===== src/rtl/seq_restoring_divider_pkg.sv =====
// seq_restoring_divider_pkg: shared FSM encoding and default width for the restoring divider
package seq_restoring_divider_pkg;
    typedef enum logic [1:0] {
        IDLE = 2'd0,
        BUSY = 2'd1,
        DONE = 2'd2
    } state_e;
    localparam int DIV_WIDTH_DEFAULT = 4;
endpackage


===== src/rtl/seq_restoring_divider_if.sv =====
// seq_restoring_divider_if: start/done handshake and operand/result bundle
interface seq_restoring_divider_if #(parameter int WIDTH = 4);
    logic             start;
    logic [WIDTH-1:0] A;
    logic [WIDTH-1:0] B;
    logic             ready;
    logic             busy;
    logic             done;
    logic [WIDTH-1:0] Q;
    logic [WIDTH-1:0] R;
    logic             div_by_zero;
    modport master (output start, A, B, input ready, busy, done, Q, R, div_by_zero);
    modport slave  (input start, A, B, output ready, busy, done, Q, R, div_by_zero);
endinterface


===== src/rtl/seq_restoring_divider_one_bit_full_subtractor.sv =====
// one_bit_full_subtractor: single borrow-ripple cell computing X - Y - Bin
module one_bit_full_subtractor (
    input  logic X,
    input  logic Y,
    input  logic Bin,
    output logic D,
    output logic Bout
);
    assign D    = X ^ Y ^ Bin;
    assign Bout = (~X & Y) | (~X & Bin) | (Y & Bin);
endmodule


===== src/rtl/seq_restoring_divider.sv =====
// seq_restoring_divider: multi-cycle unsigned restoring divider, one quotient bit per clock
module seq_restoring_divider
    import seq_restoring_divider_pkg::*;
#(
    parameter int WIDTH = DIV_WIDTH_DEFAULT
) (
    input logic clk,
    input logic rst,
    seq_restoring_divider_if.slave bus
);
    localparam int CW = $clog2(WIDTH);
    state_e           state_q, state_d;
    logic [CW-1:0]    cnt_q, cnt_d;
    logic [WIDTH:0]   rem_q, rem_d;
    logic [WIDTH-1:0] quo_q, quo_d;
    logic [WIDTH-1:0] b_q, b_d;
    logic [WIDTH-1:0] q_q, q_d;
    logic [WIDTH-1:0] r_q, r_d;
    logic             dbz_q, dbz_d;
    logic [WIDTH:0]   shifted, diff, rem_n;
    logic [WIDTH+1:0] bw;
    logic [WIDTH-1:0] quo_n;
    // rem stays below B, so shifting in the quotient MSB fits in WIDTH+1 bits
    assign shifted = {rem_q[WIDTH-1:0], quo_q[WIDTH-1]};
    assign bw[0] = 1'b0;
    for (genvar i = 0; i <= WIDTH; i++) begin : g_sub
        one_bit_full_subtractor u_fs (
            .X   (shifted[i]),
            .Y   ((i < WIDTH) ? b_q[i] : 1'b0),
            .Bin (bw[i]),
            .D   (diff[i]),
            .Bout(bw[i+1])
        );
    end
    assign rem_n = bw[WIDTH+1] ? shifted : diff;
    assign quo_n = {quo_q[WIDTH-2:0], ~bw[WIDTH+1]};
    always_comb begin
        state_d = state_q;
        cnt_d   = cnt_q;
        rem_d   = rem_q;
        quo_d   = quo_q;
        b_d     = b_q;
        q_d     = q_q;
        r_d     = r_q;
        dbz_d   = dbz_q;
        unique case (state_q)
            IDLE: if (bus.start) begin
                b_d = bus.B;
                if (bus.B != '0) begin
                    rem_d   = '0;
                    quo_d   = bus.A;
                    cnt_d   = '0;
                    state_d = BUSY;
                end else begin
                    q_d     = '1;
                    r_d     = bus.A;
                    dbz_d   = 1'b1;
                    state_d = DONE;
                end
            end
            BUSY: begin
                rem_d = rem_n;
                quo_d = quo_n;
                cnt_d = cnt_q + CW'(1);
                if (cnt_q == CW'(WIDTH - 1)) begin
                    q_d     = quo_n;
                    r_d     = rem_n[WIDTH-1:0];
                    dbz_d   = 1'b0;
                    state_d = DONE;
                end
            end
            DONE:    state_d = IDLE;
            default: state_d = IDLE;
        endcase
    end
    always_ff @(posedge clk) begin
        if (rst) begin
            state_q <= IDLE;
            cnt_q   <= '0;
            rem_q   <= '0;
            quo_q   <= '0;
            b_q     <= '0;
            q_q     <= '0;
            r_q     <= '0;
            dbz_q   <= 1'b0;
        end else begin
            state_q <= state_d;
            cnt_q   <= cnt_d;
            rem_q   <= rem_d;
            quo_q   <= quo_d;
            b_q     <= b_d;
            q_q     <= q_d;
            r_q     <= r_d;
            dbz_q   <= dbz_d;
        end
    end
    assign bus.ready       = (state_q == IDLE);
    assign bus.busy        = (state_q == BUSY);
    assign bus.done        = (state_q == DONE);
    assign bus.Q           = q_q;
    assign bus.R           = r_q;
    assign bus.div_by_zero = dbz_q;
endmodule

===== src/flat_wrapper.sv =====
// flat-port wrapper written by rule: the top's interface ports become plain ports
module seq_restoring_divider_flat import seq_restoring_divider_pkg::*;
#(
    parameter int WIDTH = DIV_WIDTH_DEFAULT
)
  (clk, rst, bus_start, bus_A, bus_B, bus_ready, bus_busy, bus_done, bus_Q, bus_R, bus_div_by_zero);
  seq_restoring_divider_if #(.WIDTH(WIDTH)) bus_i ();
  input logic clk;
  input logic rst;
  input wire logic [$bits(bus_i.start)-1:0] bus_start;
  input wire logic [$bits(bus_i.A)-1:0] bus_A;
  input wire logic [$bits(bus_i.B)-1:0] bus_B;
  output wire logic [$bits(bus_i.ready)-1:0] bus_ready;
  output wire logic [$bits(bus_i.busy)-1:0] bus_busy;
  output wire logic [$bits(bus_i.done)-1:0] bus_done;
  output wire logic [$bits(bus_i.Q)-1:0] bus_Q;
  output wire logic [$bits(bus_i.R)-1:0] bus_R;
  output wire logic [$bits(bus_i.div_by_zero)-1:0] bus_div_by_zero;
  assign bus_i.start = bus_start;
  assign bus_i.A = bus_A;
  assign bus_i.B = bus_B;
  assign bus_ready = bus_i.ready;
  assign bus_busy = bus_i.busy;
  assign bus_done = bus_i.done;
  assign bus_Q = bus_i.Q;
  assign bus_R = bus_i.R;
  assign bus_div_by_zero = bus_i.div_by_zero;
  seq_restoring_divider #(.WIDTH(WIDTH)) u_core (.clk(clk), .rst(rst), .bus(bus_i));
endmodule

===== config.mk =====
export PLATFORM = sky130hd
export DESIGN_NAME = seq_restoring_divider_flat
export DESIGN_NICKNAME = d
export VERILOG_FILES = /design/src/rtl/seq_restoring_divider_pkg.sv /design/src/rtl/seq_restoring_divider_if.sv /design/src/rtl/seq_restoring_divider_one_bit_full_subtractor.sv /design/src/rtl/seq_restoring_divider.sv /design/src/flat_wrapper.sv
export SDC_FILE = /design/constraint.sdc
export NUM_CORES = 1
export LEC_CHECK = 0
export ABC_AREA = 1
export BUFFER_PORTS_ARGS = -buffer_cell sky130_fd_sc_hd__buf_2
export CELL_PAD_IN_SITES_DETAIL_PLACEMENT = 2
export CELL_PAD_IN_SITES_GLOBAL_PLACEMENT = 2
export CORE_MARGIN = 2
export CORE_UTILIZATION = 32
export CTS_BUF_LIST = sky130_fd_sc_hd__clkbuf_4
export DETAILED_ROUTE_END_ITERATION = 10
export GPL_ROUTABILITY_DRIVEN = 0
export PLACE_DENSITY_LB_ADDON = 0.1
export SLEW_MARGIN = 20
export SYNTH_ARGS = -nofsm -noshare
export SYNTH_HDL_FRONTEND = slang
export SYNTH_SLANG_ARGS = --single-unit

===== constraint.sdc =====
create_clock -name clk -period 2.9 [get_ports clk]
set_clock_uncertainty 0.2 [all_clocks]
set_input_delay 0.435 -clock clk [delete_from_list [all_inputs] [get_ports clk]]
set_output_delay 0.435 -clock clk [all_outputs]
set_load 0.02 [all_outputs]

==> out/metrics.yaml, run 1 <==
antenna_found_initial: 0
synthTopCellsByArea: "dfxtp_1 39%, nand2_1 12%, nor2_1 10%, inv_1 5.2%, fa_1 4.7%"
root_buffer: "clkbuf_4"
cts_sinks: 25
run_status: "finished, final reports clean"
rows: 23
port_buffers: 22
synth.net_count: 192
fmax_mhz: 369
synth_compound_area_share_pct: 10.8
critPathMaxStageDelay_ns: 0.39
synthDistinctLibCells: 21
ctsLongestPathBuffers: 2
power_density_nw_per_um2: 569
hpwl_um: 2900
slew_headroom_pct: 61.6
area_delta_synth_final_pct: 14.1
fin_crit_sh_pct: 93.5
synthesis.area_um2: 1290
rsz0062_at_grt: "false"
switching_share_pct: 37.6
fin_setup_tns_ns: 0
synth_fa_ha_area_share_pct: 6.59
setup_viol: 0
cp-end-kind: "register"
core_area_um2: 3940
maxCapViolations: 0
die_y_um: 67.5
slew_viol_final: 0
seqPwrFrac_pct: 48.4
h-tree-depth: 1
slowest_stage: "fa_1"
p_sw_w: 0.000315
ir_drop_mv: 0.154
synth_top_family_by_area: "simple AND/OR/NAND/NOR gates"
antennaDiodeCount: 0
clockPowerShare_pct: 19.5
critPathKind: "register to register"
seq_area_frac_synth_pct: 38.8
multi_input_area_um2: 693
hold_violations: 0
fillers: 471
die-area_um2: 4560
grt_pass1_vias: 1268
seq_area_um2: 500
grt_usage_pct: 17.8
period_needed_ns: 2.71
syn_inst: 176
grt_max_degree: 18
crit_fanout: 6
yosysTopAreaCellShare_pct: 38.8
grt_pass1_wl_um: 5960
arrival_ns: 2.77
p_int_w: 0.000523
cp_data_required_time_ns: 2.96
clk_pin_slew_ns: 0.15
detail-route-antenna-nets: 0
ys.flop_type: "dfxtp_1"
async_flop_share_pct: 0
hold_path_class: "input port to register"
synth_edf_count: 0
vias: 1169
p_leak_nw: 0.692
finalNetCount: 216
io_pins: 23
postCtsHoldBufs: 0
place_ws_ns: 0.166
drc_errors: 0
yosysWarnings: 0
drt_pass1_iterations: 4
cp-start-kind: "register"
combinationalPowerShare_pct: 32.1
synthMuxAreaShare_pct: 0
clk_latency_ns: 0.32
start_util_pct: 32.8
cts_tree: "done"
postCtsSetupRepairBufs: 0
setup_ws_ns: 0.188
synthSimpleGateAreaFrac_pct: 36.1
viasPerCell: 4.69
wl_per_cell_um: 14.7
yosys.area_share.xor_xnor_pct: 0
power.total_w: 0.000837
crit_chain: "inv_1 > ha_1 > fa_1 > fa_1 > fa_1 > nand2_2 > nand3b_1 > and2_1 > a21oi_1"
drtIter0Drc: 29
critPathMostFrequentCell: "fa_1"
die_x_um: 67.5
cts_made_buffers: 3
synth_seq_cells: 25
avgSynthCellArea_um2: 7.34
synth.largest_area_cell: "dfxtp_1"
grt_overflow: 0
drt_wl_total_um: 3650
tightest_slew_ns: 0.576
rrSetupSlack_ns: 0.19
drive_gt1_share_pct: 21.1
repair_timing:
item	CTS	global route
hold endpoints to repair	0	0
endpoints found under the setup margin	0	1
gates resized for setup	0	1
layer usage:
metal,GRT usage (%),vias up,share of wire (%)
met5,0,-,0
met4,3.06,0,0.44
met3,3.50,2,2.3
met2,32.6,13,51
met1,21.6,564,46
li1,-,590,-
synthesized netlist by cell type (3+ instances only):
cell type	n
nand2_1	42
nor2_1	35
dfxtp_1	25
inv_1	18
a21oi_1	8
o21ai_0	8
nand3_1	5
nor2_4	5
and2_1	4
nand3b_1	4
a21oi_2	3
fa_1	3
inv_2	3
nand4_1	3
final timing paths:
kind	startpoint	to	cells past startpoint
hold reg to reg	u_core.bus.div_by_zero	u_core.bus.div_by_zero	2
hold / removal	bus_B[1]	u_core.b_q[1]	3
setup reg to reg	u_core.quo_q[3]	u_core.rem_q[3]	9
setup / recovery	u_core.quo_q[3]	u_core.rem_q[3]	9
critical path: cells and delay by family (launching register included):
| kind | cells | cell delay (ns) |
|---|---|---|
| AOI/OAI and AO/OA | 1 | 0.15 |
| DFF | 1 | 0.38 |
| buffers and inverters | 1 | 0.07 |
| adders and majority gates | 4 | 1.36 |
| and+or+nand+nor | 3 | 0.48 |
registers in the layout (all words and copies together) (netlist names):
signal,cells
u_core.bus.div_by_zero,1
u_core.state_q,2
u_core.bus.Q,4
u_core.rem_q,4
u_core.quo_q,4
u_core.cnt_q,2
u_core.b_q,4
u_core.bus.R,4
metrics by stage:
step | utilization (%) | area (um2) | std cells | hold WS, ns
floorplan | - | 1290 | 176 | 0.239
global placement | 36.6 | 1440 | 245 | 0.251
detailed placement | 36.6 | 1440 | 245 | 0.256
CTS | 37.3 | 1470 | 249 | 0.128
global route | 37.4 | 1470 | 249 | 0.118
finish | 37.4 | 1470 | 249 | 0.141
cell usage in the layout (no fill, tap or decap):
master and instances:
nand2_1 41, nor2_1 35, dfxtp_1 25, buf_2 22, inv_1 18, a21oi_1 8, o21ai_0 8, nor2_4 5
nand3_1 5, nand3b_1 4, and2_1 4, inv_2 3, nand4_1 3, a21oi_2 3, fa_1 3, clkbuf_4 3
nand2_4 2, ha_1 2, o21ai_2 1, nand2_2 1, o21ai_4 1, o21a_1 1, clkinv_2 1
area by class of cell:
| cell class | count | share of cell area [%] |
|---|---|---|
| Sequential cell | 25 | 34.0 |
| Tap cell | 50 | 4.25 |
| Inverter | 21 | 5.35 |
| Clock inverter | 1 | 0.340 |
| Clock buffer | 3 | 1.53 |
| Timing Repair Buffer | 22 | 7.48 |
| Multi-Input combinational cell | 127 | 47.1 |
cell families after synthesis:
family / after synthesis
and+or+nand+nor: 100
buffers and inverters: 24
AOI/OAI and AO/OA: 22
adders and majority gates: 5
DFF: 25
power groups by stage:
stage,Combinational (W),Sequential [W],Clock (W)
after global routing,0.000306,0.000411,0.000192
after detailed placement,0.000271,0.000414,0
after CTS,0.000273,0.000406,0.000174
final,0.000269,0.000405,0.000164
after global placement,0.000255,0.000412,0
after floorplan,0.000176,0.000426,0
Note: power is estimated with default switching activity, not from simulation.
==> run 2: changes to the inputs <==
--- a/config.mk
+++ b/config.mk
@@ -10,11 +10,11 @@
 export CELL_PAD_IN_SITES_DETAIL_PLACEMENT = 2
 export CELL_PAD_IN_SITES_GLOBAL_PLACEMENT = 2
 export CORE_MARGIN = 2
-export CORE_UTILIZATION = 32
+export CORE_UTILIZATION = 29
 export CTS_BUF_LIST = sky130_fd_sc_hd__clkbuf_4
 export DETAILED_ROUTE_END_ITERATION = 10
 export GPL_ROUTABILITY_DRIVEN = 0
-export PLACE_DENSITY_LB_ADDON = 0.1
+export PLACE_DENSITY = 0.76
 export SLEW_MARGIN = 20
 export SYNTH_ARGS = -nofsm -noshare
 export SYNTH_HDL_FRONTEND = slang
==> constraint.sdc (replaced) <==
create_clock -name clk -period 2.48 [get_ports clk]
set_clock_uncertainty 0.2 [all_clocks]
set_input_delay 0.372 -clock clk [delete_from_list [all_inputs] [get_ports clk]]
set_output_delay 0.372 -clock clk [all_outputs]
set_load 0.02 [all_outputs]
==> out/metrics.yaml, run 2 (synthesis results as in run 1) <==
run_status: "finished, final reports clean"
port_buffers: 22
layout_commonest_cell: "nand2_1"
grt_pass1_wl_um: 6560
drive_gt1_share_pct: 28.2
clk_latency_ns: 0.34
p_leak_nw: 0.720
crit_fanout: 2
mostFrequentLayoutCells: "40 x nand2_1, 35 x nor2_1, 24 x dfxtp_1"
start_util_pct: 29.9
grt_overflow: 0
arrival_ns: 2.49
cts_sinks: 25
drtIter0Drc: 29
cp-endpoint: "u_core.bus.R[3]"
antennaDiodeCount: 0
hold_path_class: "input port to register"
cts_made_buffers: 3
reg2reg_from: "u_core.quo_q[3]"
grt_max_degree: 18
fin_crit_sh_pct: 99.0
io_pins: 23
reg2regPathDepth: 9
slew_viol_final: 0
antenna_found_initial: 0
period_needed_ns: 2.46
rrSetupSlack_ns: 0.02
grt_usage_pct: 16.5
drc_errors: 0
postCtsHoldBufs: 0
finalNetCount: 219
die-area_um2: 5000
fmax_mhz: 407
slew_headroom_pct: 63.2
drt_pass1_iterations: 4
multi_input_area_um2: 736
whs_ns: 0.0866
drt_wl_total_um: 3920
setup_viol: 0
tightest_slew_ns: 0.552
grt_pass1_vias: 1339
area_delta_synth_final_pct: 19.6
h-tree-depth: 1
root_buffer: "clkbuf_4"
cts_tree: "done"
gr-usage-met1_pct: 22.5
cp-start-kind: "register"
wl_per_cell_um: 15.4
die_y_um: 70.7
power_density_nw_per_um2: 663
maxCapViolations: 0
viasPerCell: 4.80
crit_start: "u_core.quo_q[3]"
seq_area_um2: 502
fin_cells: 254
dp.cells: 248
ir_drop_mv: 0.206
ctsLongestPathBuffers: 2
clk_pin_slew_ns: 0.16
detail-route-antenna-nets: 0
rr_endpoint: "u_core.bus.R[3]"
cp-end-kind: "register"
hpwl_um: 2910
met3_usage_pct: 2.28
die_x_um: 70.7
hold_violations: 0
grt_use_met2_pct: 28.0
busiest_layer: "met2"
rows: 24
vias: 1220
critPathKind: "register to register"
fillers: 528
core_area_um2: 4320
rsz0062_at_grt: "true"
power.total_w: 0.00102
cp_data_required_time_ns: 2.52
-- run 2: cell count changes in the layout (fill, tap and decap cells not counted), moves of 3 or more --
cell,previous run,this run
and2_1,4,0
and2_4,0,4
buf_4,0,3
fa_1,3,0
fa_2,0,3
-- run 2: repair_timing --
action | in CTS | in global routing
setup buffers | 1 | 1
gates resized for setup | 8 | 6
hold endpoints to repair | 0 | 0
setup endpoints to repair | 10 | 8
pin swaps | 1 | 8
-- run 2: critical path: stages (launching register included) --
cell,delay [ns]
dfxtp_2,0.38
inv_2,0.05
ha_4,0.15
fa_2,0.33
fa_2,0.35
fa_2,0.52
nand3b_1,0.13
nand3_1,0.09
nor2_1,0.10
nor2_1,0.06
-- run 2: worst min path at each step --
stage | startpoint | end | slack, ns | cells after the start
after floorplan | u_core.rem_q[3] | u_core.rem_q[3] | 0.24 | 2
after global placement | u_core.bus.Q[3] | u_core.bus.Q[3] | 0.25 | 2
after detailed placement | u_core.bus.div_by_zero | u_core.bus.div_by_zero | 0.26 | 2
after CTS | bus_B[2] | u_core.b_q[2] | 0.08 | 3
after global routing | bus_start | u_core.bus.div_by_zero | 0.09 | 3
final | bus_B[2] | u_core.b_q[2] | 0.09 | 3
-- run 2: power by group --
group	internal, W	switching, W
registers	0.000445	0.0000295
clock network	0.0000618	0.000137
logic	0.000127	0.000223
-- run 2: layout make-up --
class,instances,share of cell area (%)
Clock inverter,1,0.486
Sequential cell,25,32.5
Multi-Input combinational cell,127,47.6
Clock buffer,3,1.46
Inverter,21,5.11
Timing Repair Buffer,25,8.59
Tap cell,52,4.21
-- run 2: routing by layer --
| metal | vias to the layer above | share of wire [%] | routed length [um] |
|---|---|---|---|
| met5 | - | 0 | 0 |
| met4 | 0 | 0.69 | 27 |
| met3 | 4 | 2.2 | 85 |
| met2 | 18 | 48 | 1890 |
| met1 | 597 | 49 | 1920 |
| li1 | 601 | - | - |
-- run 2: through the flow --
stage | area [um2] | worst slack [ns] | setup TNS [ns] | utilization (%)
floorplan | 1290 | 0.0245 | 0 | -
global placement | 1460 | -0.0699 | -0.281 | 33.7
detailed placement | 1460 | -0.135 | -0.857 | 33.7
CTS | 1510 | 0.0146 | 0 | 35.0
global route | 1540 | -0.0605 | -0.300 | 35.7
finish | 1540 | 0.0240 | 0 | 35.7
